## src/rtl/bcd_entry_ctrl.sv

```systemverilog
// Keypad-to-BCD-adder sequencer: synchronises key events, builds two BCD operands,
// then walks the external 1-digit adder LSD first and shows entry/result on disp.
module bcd_entry_ctrl #(
    parameter int NDIG = 2
) (
    input  logic                  clk,
    input  logic                  nrst,
    input  logic [4:0]            key_code,
    input  logic                  key_strobe,
    output logic [3:0]            add_a,
    output logic [3:0]            add_b,
    output logic                  add_cin,
    input  logic [3:0]            add_s,
    input  logic                  add_cout,
    output logic [4*(NDIG+1)-1:0] disp,
    output logic                  busy,
    output logic                  done
);

    localparam int OW = 4 * NDIG;
    localparam int RW = 4 * (NDIG + 1);
    localparam int IW = (NDIG > 1) ? $clog2(NDIG) : 1;

    localparam logic [4:0] K_PLUS  = 5'd10;
    localparam logic [4:0] K_EQUAL = 5'd11;
    localparam logic [4:0] K_CLEAR = 5'd12;

    typedef enum logic [1:0] {
        ST_ENTRY_A,
        ST_ENTRY_B,
        ST_ADD,
        ST_DONE
    } state_t;

    state_t          r_state;
    logic            r_strobeS1, r_strobeS2, r_strobeS3;
    logic [4:0]      r_codeS1, r_codeS2;
    logic [OW-1:0]   r_opa, r_opb;
    logic [RW-1:0]   r_result;
    logic            r_carry;
    logic [IW-1:0]   r_idx;

    state_t          w_nextState;
    logic [OW-1:0]   w_nextOpa, w_nextOpb, w_digit;
    logic [RW-1:0]   w_nextResult, w_nextDisp;
    logic            w_nextCarry, w_event, w_isDigit;
    logic [IW-1:0]   w_nextIdx;

    assign w_event   = r_strobeS2 & ~r_strobeS3;
    assign w_isDigit = (r_codeS2 <= 5'd9);
    assign w_digit   = {{(OW-4){1'b0}}, r_codeS2[3:0]};

    // Next-state logic; outputs are registered from these next values so they line up with the state.
    always_comb begin
        w_nextState  = r_state;
        w_nextOpa    = r_opa;
        w_nextOpb    = r_opb;
        w_nextResult = r_result;
        w_nextCarry  = r_carry;
        w_nextIdx    = r_idx;
        case (r_state)
            ST_ENTRY_A: begin
                if (w_event && w_isDigit) begin
                    w_nextOpa = (r_opa << 4) | w_digit;
                end else if (w_event && r_codeS2 == K_PLUS) begin
                    w_nextOpb   = '0;
                    w_nextState = ST_ENTRY_B;
                end
            end
            ST_ENTRY_B: begin
                if (w_event && w_isDigit) begin
                    w_nextOpb = (r_opb << 4) | w_digit;
                end else if (w_event && r_codeS2 == K_EQUAL) begin
                    w_nextIdx   = '0;
                    w_nextCarry = 1'b0;
                    w_nextState = ST_ADD;
                end
            end
            ST_ADD: begin
                w_nextResult[4*r_idx +: 4] = add_s;
                w_nextCarry                = add_cout;
                if (r_idx == IW'(NDIG - 1)) begin
                    w_nextResult[RW-1 -: 4] = {3'b000, add_cout};
                    w_nextState             = ST_DONE;
                end else begin
                    w_nextIdx = r_idx + 1'b1;
                end
            end
            ST_DONE: begin
                if (w_event && w_isDigit) begin
                    w_nextOpa   = w_digit;
                    w_nextOpb   = '0;
                    w_nextState = ST_ENTRY_A;
                end else if (w_event && r_codeS2 == K_PLUS) begin
                    w_nextOpa   = r_result[OW-1:0];
                    w_nextOpb   = '0;
                    w_nextState = ST_ENTRY_B;
                end
            end
            default: w_nextState = ST_ENTRY_A;
        endcase
        // Clear wins over everything, including an addition in flight.
        if (w_event && r_codeS2 == K_CLEAR) begin
            w_nextOpa    = '0;
            w_nextOpb    = '0;
            w_nextResult = '0;
            w_nextCarry  = 1'b0;
            w_nextIdx    = '0;
            w_nextState  = ST_ENTRY_A;
        end
    end

    always_comb begin
        case (w_nextState)
            ST_ENTRY_A:      w_nextDisp = {4'h0, w_nextOpa};
            ST_DONE:         w_nextDisp = w_nextResult;
            default:         w_nextDisp = {4'h0, w_nextOpb};
        endcase
    end

    always_ff @(posedge clk or negedge nrst) begin
        if (!nrst) begin
            r_state    <= ST_ENTRY_A;
            r_strobeS1 <= 1'b0;
            r_strobeS2 <= 1'b0;
            r_strobeS3 <= 1'b0;
            r_codeS1   <= '0;
            r_codeS2   <= '0;
            r_opa      <= '0;
            r_opb      <= '0;
            r_result   <= '0;
            r_carry    <= 1'b0;
            r_idx      <= '0;
            disp       <= '0;
            busy       <= 1'b0;
            done       <= 1'b0;
            add_a      <= '0;
            add_b      <= '0;
            add_cin    <= 1'b0;
        end else begin
            r_strobeS1 <= key_strobe;
            r_strobeS2 <= r_strobeS1;
            r_strobeS3 <= r_strobeS2;
            r_codeS1   <= key_code;
            r_codeS2   <= r_codeS1;
            r_state    <= w_nextState;
            r_opa      <= w_nextOpa;
            r_opb      <= w_nextOpb;
            r_result   <= w_nextResult;
            r_carry    <= w_nextCarry;
            r_idx      <= w_nextIdx;
            disp       <= w_nextDisp;
            busy       <= (w_nextState == ST_ADD);
            done       <= (w_nextState == ST_DONE) && (r_state != ST_DONE);
            // Adder operands track the digit that will be captured on the following edge.
            if (w_nextState == ST_ADD) begin
                add_a   <= w_nextOpa[4*w_nextIdx +: 4];
                add_b   <= w_nextOpb[4*w_nextIdx +: 4];
                add_cin <= w_nextCarry;
            end else begin
                add_a   <= '0;
                add_b   <= '0;
                add_cin <= 1'b0;
            end
        end
    end

endmodule
```

## config.mk

```make
export PLATFORM = sky130hd
export DESIGN_NAME = bcd_entry_ctrl
export DESIGN_NICKNAME = d
export VERILOG_FILES = /design/src/rtl/bcd_entry_ctrl.sv
export SDC_FILE = /design/constraint.sdc
export NUM_CORES = 1
export LEC_CHECK = 0
export ABC_AREA = 1
export BUFFER_PORTS_ARGS = -buffer_cell sky130_fd_sc_hd__buf_4
export CAP_MARGIN = 20
export CELL_PAD_IN_SITES_DETAIL_PLACEMENT = 1
export CELL_PAD_IN_SITES_GLOBAL_PLACEMENT = 2
export CORE_ASPECT_RATIO = 1.5
export CORE_MARGIN = 4
export CORE_UTILIZATION = 32
export DETAILED_ROUTE_END_ITERATION = 10
export HOLD_SLACK_MARGIN = 0.05
export PLACE_DENSITY = 0.72
export SLEW_MARGIN = 0
export SYNTH_ARGS = -nofsm -noshare
export SYNTH_HDL_FRONTEND = slang
export SYNTH_SLANG_ARGS = --single-unit
```

## constraint.sdc

```tcl
create_clock -name clk -period 1.8 [get_ports clk]
set_input_delay 0.18 -clock clk [delete_from_list [all_inputs] [get_ports clk]]
set_output_delay 0.18 -clock clk [all_outputs]
set_load 0.02 [all_outputs]
```

==> flow_summary_export.csv, run 1 <==
group,metric,value,unit
outcome,status,"complete, but fails checks",
outcome,violations,"negative setup slack",
pwr,power.density,2082,mW/mm^2
routing,routed_wirelength,12140,um
floorplanning,core,0.01065,sq mm
yosys,ys_ff_latch,68,
critical_path,reg2reg_depth,10,
yosys,yosysWarnings,0,
yosys,seq_area_frac_synth,0.4878,
grt,grt_usage,0.2079,
finish,final_common_cell,"buf_4",
yosys,yosysUniqueCellTypes,33,
yosys,synth_area,0.003488,sq mm
routing,drt_first_pass_iters,4,
clock_tree,clk_path_buf_depth,2,
clock_tree,h-tree-depth,3,
critical_path,crit_start,"r_state[0]$_DFF_PN0_",
routing,wl_per_cell,17.75,um
critical_path,critPathKind,"register to register",
timing,skew,0.01024,ns
finish,layoutNonFillerInstCount,684,
yosys,synthArstFlopShare,1.000,
placed_design,io_buffers,35,
hold_path,hold_path_class,"input pin to register",
clock_tree,cts_buffers,9,
floorplanning,ios,36,
finish,fin_nets,552,
timing,fin_tns_setup,-0.08625,ns
timing,slew_violations,0,
placed_design,dp_hpwl,8984,um
critical_path,required,2.07,ns
timing,period_needed,1.831,ns
finish,fill_cells,1255,
floorplanning,initial_utilization,0.3276,
critical_path,cp-start-kind,"register",
timing,max_freq,546.1,MHz
timing,tightest_slew,0.4352,ns
yosys,synth.area.top_cells,"dfrtp_1, nand2_1, nand3_1",
timing,layout_worst_path_cycle_share,1.017,
floorplanning,fp.dieH,135.9,um
floorplanning,row_count,46,
routing,drtIter0Drc,114,
finish,drive_gt1_frac,0.4019,
floorplanning,die-area,0.01267,sq mm
critical_path,path_max_fanout,6,
clock_tree,clk_pin_slew,0.06,ns
finish,fin_area,0.005091,sq mm
run,cap_violations,0,
finish,area_growth,45.95,%
placed_design,place_area,0.004402,sq mm
clock_tree,cts-root-buf,"clkbuf_16",
routing,drt-met1-wl,5041,um
finish,multi_input_area,0.001678,sq mm
finish,utilization,0.4781,
hold_path,hold_start,"add_s[0]",
grt,antenna_found_initial,0,
placed_design,place_inst,646,
placed_design,dp_slack,-0.1513,ns
pwr,fin_total_pwr,10.60,mW
critical_path,timing.rr.end,"add_a[3]$_DFF_PN0_",
yosys,yosysTopAreaCell,"dfrtp_1",
critical_path,cp-endpoint,"add_a[3]$_DFF_PN0_",
timing,relSlewSlack,0.7068,
grt,grt_pass1_wl,19950,um
placed_design,gp_congestion,0.8347,
routing,met2_length,6496,um
critical_path,end_kind,"register",
grt,first_global_vias,3668,
routing,drc,0,
yosys,syn_nets,432,
floorplanning,die_width,93.25,um
finish,seq_area,0.001709,sq mm
finish,diodes,0,
routing,top_layer,"met4",
clock_tree,cts.sinks,68,
routing,met3_wirelength,300,um
yosys,netlist.area_leader.share,0.4878,
pwr,p_leak,2.561,nW
finish,final_cell_mix,"buf_4, nand2_1, dfrtp_1, nand3_1, inv_1",
grt,grt_overflow,0,
timing,hold_slack,0.1667,ns
critical_path,cp.arrival,2.10,ns
grt,grt_max_degree,30,
timing,worst_slack,-0.03106,ns
timing,rsz0062_at_grt,"yes",
yosys,synth_edf_count,0,
clock_tree,cts_tree,"built",
routing,ant_nets,0,
yosys,synth_ff_type,"dfrtp_1",
yosys,avgSynthCellArea,8.406,sq um
critical_path,r2r_setup_slack,-0.03,ns
clock_tree,clock_latency,0.34,ns
routing,num_vias,3218,
timing,timing.final.hold_violations,0,
critical_path,r2r-start,"r_state[0]$_DFF_PN0_",
timing,finalSetupViolations,9,
pwr,ir_drop,0.0008403,V
routing,viasPerCell,4.705,
yosys,synthCells,415,
## routing by layer
layer  track usage  vias up
met5             0        -
met4       0.07498        0
met3       0.03156       21
met2        0.3697       54
met1        0.2518     1576
li1              -     1567
## report_power, final
part	internal (mW)	switching (mW)
sequential	2.06	0.282
clock	0.954	0.744
combinational	2.76	3.80
## synth_stat cells (2+ instances only)
cell type	number
nand2_2	5
nor3_2	6
a211oi_1	3
buf_2	7
o21ai_2	2
nand3b_1	4
clkbuf_1	4
nor2_8	2
inv_1	44
inv_2	4
a21oi_2	5
nor2_4	2
ha_1	4
nand3_1	48
nand4_4	2
nor3_1	5
nand2_1	112
o21ai_0	8
nand4_1	4
o21ai_1	3
a21oi_1	18
nand2_4	3
dfrtp_1	68
buf_6	4
nor2_1	36
nand3_2	5
## cells by family (layout without fill, tap and decap cells)
kind of cell	count (synthesis)	count (layout)	synth area share
muxes	1	1	0.003228
buffers and inverters	66	189	0.08608
and+or+nand+nor	236	238	0.3382
adders and majority gates	4	4	0.01435
DFF	68	68	0.4878
AOI/OAI and AO/OA	40	40	0.07030
## final cells by class
| class | instances | area share |
|---|---|---|
| flip-flops and latches | 68 | 0.3357 |
| multi-input cells | 283 | 0.3296 |
| repair buffers | 123 | 0.2032 |
| clock buffers | 9 | 0.04424 |
| inverters | 50 | 0.04030 |
| well taps | 144 | 0.03539 |
| clock inverters | 7 | 0.01155 |
## flip-flops by register name (all words and copies together) (netlist names), 2 cells and up
| name | flops |
|---|---|
| r_opa | 8 |
| add_a | 4 |
| disp | 12 |
| r_state | 2 |
| add_b | 4 |
| r_opb | 8 |
| r_result | 12 |
| r_codeS2 | 5 |
| r_codeS1 | 5 |
## critical path, stage by stage, from the launching register on
cell and delay, ns:
dfrtp_1 0.41, inv_2 0.09, buf_4 0.15, ha_4 0.18, buf_4 0.14, a21oi_4 0.16, nand2_4 0.10, buf_12 0.15
nor2_4 0.19, nand2_1 0.10, nor2_2 0.10
## timing repair
| item | 4_1_cts | 5_1_grt |
|---|---|---|
| setup endpoints to repair | 24 | 27 |
| hold buffers | 7 | 0 |
| pin swaps | 21 | 10 |
| gates resized for setup | 32 | 28 |
| gates cloned | 2 | 0 |
| hold endpoints to repair | 32 | 0 |
| buffers inserted | 11 | 2 |
## how the worst min path moves through the flow
| stage | to | slack [ns] | depth (start not counted) |
|---|---|---|---|
| CTS | r_result[3]$_DFF_PN0_ | 0.16 | 3 |
| finish | r_result[4]$_DFF_PN0_ | 0.17 | 3 |
| detailed placement | r_codeS1[2]$_DFF_PN0_ | 0.14 | 1 |
| global placement | r_codeS1[4]$_DFF_PN0_ | 0.13 | 1 |
| global route | r_result[5]$_DFF_PN0_ | 0.18 | 3 |
| floorplan | add_a[0]$_DFF_PN0_ | -0.12 | 0 |
Note: power is estimated with default switching activity, not from simulation.
==> inputs of run 2 (changes only) <==
CORE_UTILIZATION = 38   (was 32)
PLACE_DENSITY = 0.81   (was 0.72)
clock period = 2.2 ns   (was 1.8 ns; I/O delays follow)
==> flow_summary_export.csv, run 2 (synthesis gave the netlist of run 1 again) <==
group,metric,value,unit
finish,reg_top3,"disp x12, r_result x12",
critical_path,required,2.46,ns
routing,wl_per_cell,18.79,um
clock_tree,cts.sinks,68,
finish,fill_cells,1084,
placed_design,gp_congestion,0.8775,
pwr,fin_total_pwr,7.613,mW
run,cap_violations,0,
outcome,status,"finished, final reports clean",
routing,ant_nets,0,
timing,relSlewSlack,0.4091,
critical_path,path_max_fanout,7,
pwr,power.density,1725,mW/mm^2
clock_tree,clock_latency,0.34,ns
placed_design,io_buffers,35,
routing,drt_first_pass_iters,4,
hold_path,hold_path_class,"input pin to register",
floorplanning,initial_utilization,0.3928,
clock_tree,clk_pin_slew,0.06,ns
floorplanning,ios,36,
timing,slew_violations,0,
finish,diodes,0,
timing,period_needed,2.102,ns
routing,viasPerCell,5.128,
placed_design,dp_hpwl,8207,um
grt,first_global_vias,3370,
timing,layout_worst_path_cycle_share,0.9555,
finish,seq_area,0.001703,sq mm
floorplanning,die-area,0.01081,sq mm
grt,grt_pass1_wl,18370,um
routing,drtIter0Drc,130,
routing,drc,0,
critical_path,critPathKind,"register to register",
clock_tree,clk_path_buf_depth,2,
floorplanning,die_width,86.23,um
routing,routed_wirelength,11180,um
clock_tree,cts_buffers,9,
clock_tree,cts_tree,"built",
finish,drive_gt1_frac,0.2639,
finish,final_common_cell,"nand2_1",
timing,timing.final.hold_violations,0,
routing,num_vias,3051,
timing,fin_tns_setup,0,ns
floorplanning,row_count,42,
timing,max_freq,475.7,MHz
timing,hold_slack,0.2242,ns
pwr,p_leak,2.248,nW
grt,grt_overflow,0,
timing,skew,0.007242,ns
clock_tree,h-tree-depth,3,
critical_path,end_kind,"register",
clock_tree,cts-root-buf,"clkbuf_16",
finish,fin_nets,497,
pwr,ir_drop,0.0008631,V
floorplanning,core,0.008881,sq mm
floorplanning,fp.dieH,125.3,um
critical_path,cp.arrival,2.37,ns
timing,tightest_slew,0.8863,ns
finish,area_growth,26.51,%
grt,antenna_found_initial,0,
grt,grt_usage,0.2235,
finish,multi_input_area,0.001499,sq mm
critical_path,cp-start-kind,"register",
timing,finalSetupViolations,0,
finish,final_cell_mix,"nand2_1, dfrtp_1, buf_4, nand3_1, inv_1",
grt,grt_max_degree,69,
-- run 2: cell count changes in the layout (fill, tap and decap cells not counted), sizes merged --
| cell | previous run | this run |
|---|---|---|
| buf | 116 | 63 |
| inv | 52 | 47 |
| clkbuf | 9 | 11 |
| clkinvlp | 1 | 3 |
| bufinv | 0 | 1 |
| nand3 | 55 | 54 |
| nor2 | 42 | 41 |
-- run 2: area by class of cell --
class / instances / area share
multi-input cells: 281 / 0.3397
inverters: 50 / 0.04650
well taps: 110 / 0.03119
clock buffers: 11 / 0.05727
repair buffers: 70 / 0.1259
flip-flops and latches: 68 / 0.3859
clock inverters: 5 / 0.01361
-- run 2: critical path, stage by stage, from the launching register on --
cell     delay, ns
dfrtp_2       0.44
inv_1         0.13
ha_2          0.23
buf_4         0.17
inv_1         0.08
nand2_1       0.20
nand3_1       0.12
a21oi_1       0.43
nand2_1       0.10
a21oi_1       0.14
-- run 2: path summary, 6_finish.rpt --
path / from / endpoint / slack, ns / depth (start not counted)
worst max-delay path: r_state[0]$_DFF_PN0_ / add_b[3]$_DFF_PN0_ / 0.1 / 9
worst min-delay path: add_s[1] / r_result[5]$_DFF_PN0_ / 0.22 / 3
worst max register to register: r_state[0]$_DFF_PN0_ / add_b[3]$_DFF_PN0_ / 0.1 / 9
worst min register to register: r_codeS1[2]$_DFF_PN0_ / r_codeS2[2]$_DFF_PN0_ / 0.35 / 0
max in group asynchronous: nrst / r_state[0]$_DFF_PN0_ / 1.01 / 2
min in group asynchronous: nrst / r_codeS2[4]$_DFF_PN0_ / 0.55 / 2
-- run 2: repair_timing --
action,in CTS,in global routing
setup buffers,0,4
setup endpoints to repair,0,17
gates resized for setup,0,7
endpoints found under the hold margin,16,0
hold buffers,7,0
-- run 2: where the power goes --
group	switching, mW	leakage, nW	total, mW	internal [mW]
logic	2.74	1.24	4.21	1.48
registers	0.215	0.857	1.90	1.68
clock network	0.560	0.152	1.50	0.941
-- run 2: per-stage QoR --
step                instance area (sq um)  worst slack, ns  cells    util
floorplan                            3488           0.3614    415       -
global placement                     3979          0.06052    568  0.4480
detailed placement                   3979          0.07563    568  0.4480
finish                               4413          0.09787    595  0.4969
global route                         4413        -0.001891    595  0.4969
CTS                                  4362          0.02701    591  0.4911
-- run 2: layer usage --
layer	up-vias	track usage	routed length, um	share of wire
met4	0	0.07248	253	0.023
met1	1538	0.2834	4721	0.42
met5	-	0	0	0
met2	42	0.3844	5962	0.53
li1	1453	-	-	-
met3	18	0.03555	244	0.022
==> inputs of run 3 (changes only) <==
PLACE_DENSITY = 0.92   (was 0.81)
==> flow_summary_export.csv, run 3 (synthesis gave the netlist of run 1 again) <==
group,metric,value,unit
outcome,status,"finished, final reports clean",
critical_path,r2r-start,"r_state[0]$_DFF_PN0_",
hold_path,hold_path_class,"input pin to register",
pwr,p_leak,2.208,nW
clock_tree,h-tree-depth,3,
run,cap_violations,0,
finish,fin_nets,489,
floorplanning,row_count,42,
finish,drive_gt1_frac,0.2395,
critical_path,cp.arrival,2.32,ns
floorplanning,initial_utilization,0.3928,
clock_tree,post-cts-setup-buffers,0,
routing,routed_wirelength,10700,um
timing,fin_tns_setup,0,ns
placed_design,io_buffers,35,
finish,fin_area,0.004314,sq mm
timing,layout_worst_path_cycle_share,0.9312,
critical_path,r2r_setup_slack,0.15,ns
grt,grt_max_degree,69,
grt,first_global_vias,3342,
grt,antenna_found_initial,0,
finish,area_growth,23.67,%
routing,drtIter0Drc,165,
critical_path,path_delay_family,"simple AND/OR/NAND/NOR gates",
critical_path,required,2.47,ns
routing,drt_first_pass_iters,4,
critical_path,path_depth,8,
critical_path,crit_start,"r_state[0]$_DFF_PN0_",
routing,drc,0,
floorplanning,ios,36,
clock_tree,cts.sinks,68,
critical_path,cp-endpoint,"disp[4]$_DFF_PN0_",
finish,final_cell_mix,"nand2_1, dfrtp_1, buf_4, nand3_1, inv_1",
clock_tree,cts-root-buf,"clkbuf_16",
timing,skew,0.009818,ns
critical_path,critPathKind,"register to register",
placed_design,place_area,0.003936,sq mm
clock_tree,cts_tree,"built",
timing,tightest_slew,0.8721,ns
pwr,power.density,1682,mW/mm^2
floorplanning,die_width,86.23,um
clock_tree,clk_pin_slew,0.06,ns
critical_path,crit_buf_inv,2,
routing,num_vias,3039,
floorplanning,die-area,0.01081,sq mm
timing,period_needed,2.049,ns
critical_path,path_max_fanout,7,
clock_tree,clock_latency,0.33,ns
grt,grt_usage,0.2193,
grt,grt_overflow,0,
timing,timing.final.hold_violations,0,
critical_path,path_cells,"inv_1, ha_1, inv_1, nand2_1, nand3_1, a21oi_1, nand3_1, nand3_1",
critical_path,cp-start-kind,"register",
timing,finalSetupViolations,0,
floorplanning,fp.dieH,125.3,um
routing,viasPerCell,5.186,
timing,slew_violations,0,
finish,reg_top3,"disp x12, r_result x12",
critical_path,timing.rr.end,"disp[4]$_DFF_PN0_",
clock_tree,clk_path_buf_depth,2,
critical_path,reg2reg_depth,8,
critical_path,end_kind,"register",
pwr,ir_drop,0.001127,V
critical_path,cp_slowest_cell,"dfrtp_1",
clock_tree,cts_buffers,9,
critical_path,critical_path.max_stage_delay,0.43,ns
placed_design,gp_congestion,0.8775,
timing,rsz0062_at_grt,"no",
routing,wl_per_cell,18.26,um
grt,grt_pass1_wl,18000,um
finish,diodes,0,
floorplanning,core,0.008881,sq mm
routing,ant_nets,0,
timing,max_freq,488.1,MHz
timing,relSlewSlack,0.4186,
critical_path,crit_top_cell,"nand3_1",
placed_design,dp_hpwl,7873,um
finish,final_common_cell,"nand2_1",
==> run 3: worst min-delay path by stage <==
stage | slack (ns) | end | depth (start not counted) | from
CTS | 0.21 | r_result[3]$_DFF_PN0_ | 3 | add_s[3]
finish | 0.22 | r_result[6]$_DFF_PN0_ | 3 | add_s[2]
global route | 0.22 | r_result[3]$_DFF_PN0_ | 3 | add_s[3]
detailed placement | 0.33 | r_codeS1[1]$_DFF_PN0_ | 1 | key_code[1]
floorplan | -0.08 | add_a[0]$_DFF_PN0_ | 0 | nrst
global placement | 0.33 | r_codeS1[3]$_DFF_PN0_ | 1 | key_code[3]
==> run 3: per-stage QoR <==
| stage | setup slack [ns] | hold WS (ns) | std cells | total power [mW] | utilization |
|---|---|---|---|---|---|
| 2_1_floorplan | 0.3614 | -0.07559 | 415 | 4.467 | - |
| 3_3_place_gp | 0.02513 | 0.3300 | 564 | 5.659 | 0.4432 |
| 3_5_place_dp | -0.05957 | 0.3317 | 564 | 5.737 | 0.4432 |
| 4_1_cts | 0.01777 | 0.2089 | 586 | 7.230 | 0.4835 |
| 5_1_grt | 0.003500 | 0.2208 | 586 | 7.792 | 0.4858 |
| 6_report | 0.1513 | 0.2241 | 586 | 7.255 | 0.4858 |
==> run 3: tightest hold or removal path, delay by kind of cell <==
family,cells,cell delay [ns]
buf+inv,1,0.11
simple gates,1,0.09
compound gates,1,0.08
==> run 3: routing by layer <==
metal | track usage | routed length, um
met2 | 0.3721 | 5646
met4 | 0.09083 | 382
met5 | 0 | 0
met1 | 0.2711 | 4372
met3 | 0.03950 | 300
==> run 3: final cells by class <==
type                            instances  area (sq um)
Clock buffer                           13         250.2
Clock inverter                          2         35.03
Fill cell                            1055          4567
Inverter                               50         197.7
Multi-Input combinational cell        281          1509
Sequential cell                        68          1702
Tap cell                              110         137.6
Timing Repair Buffer                   62         483.0
==> run 3: repair_timing <==
action,4_1_cts,5_1_grt
hold buffers,7,0
endpoints found under the setup margin,14,17
endpoints found under the hold margin,74,0
gates resized for setup,1,5
pin swaps,0,0
==> run 3: where the power goes <==
group	switching, mW	internal [mW]
sequential	0.214	1.68
clock	0.513	0.901
combinational	2.65	1.30
total	3.37	3.88
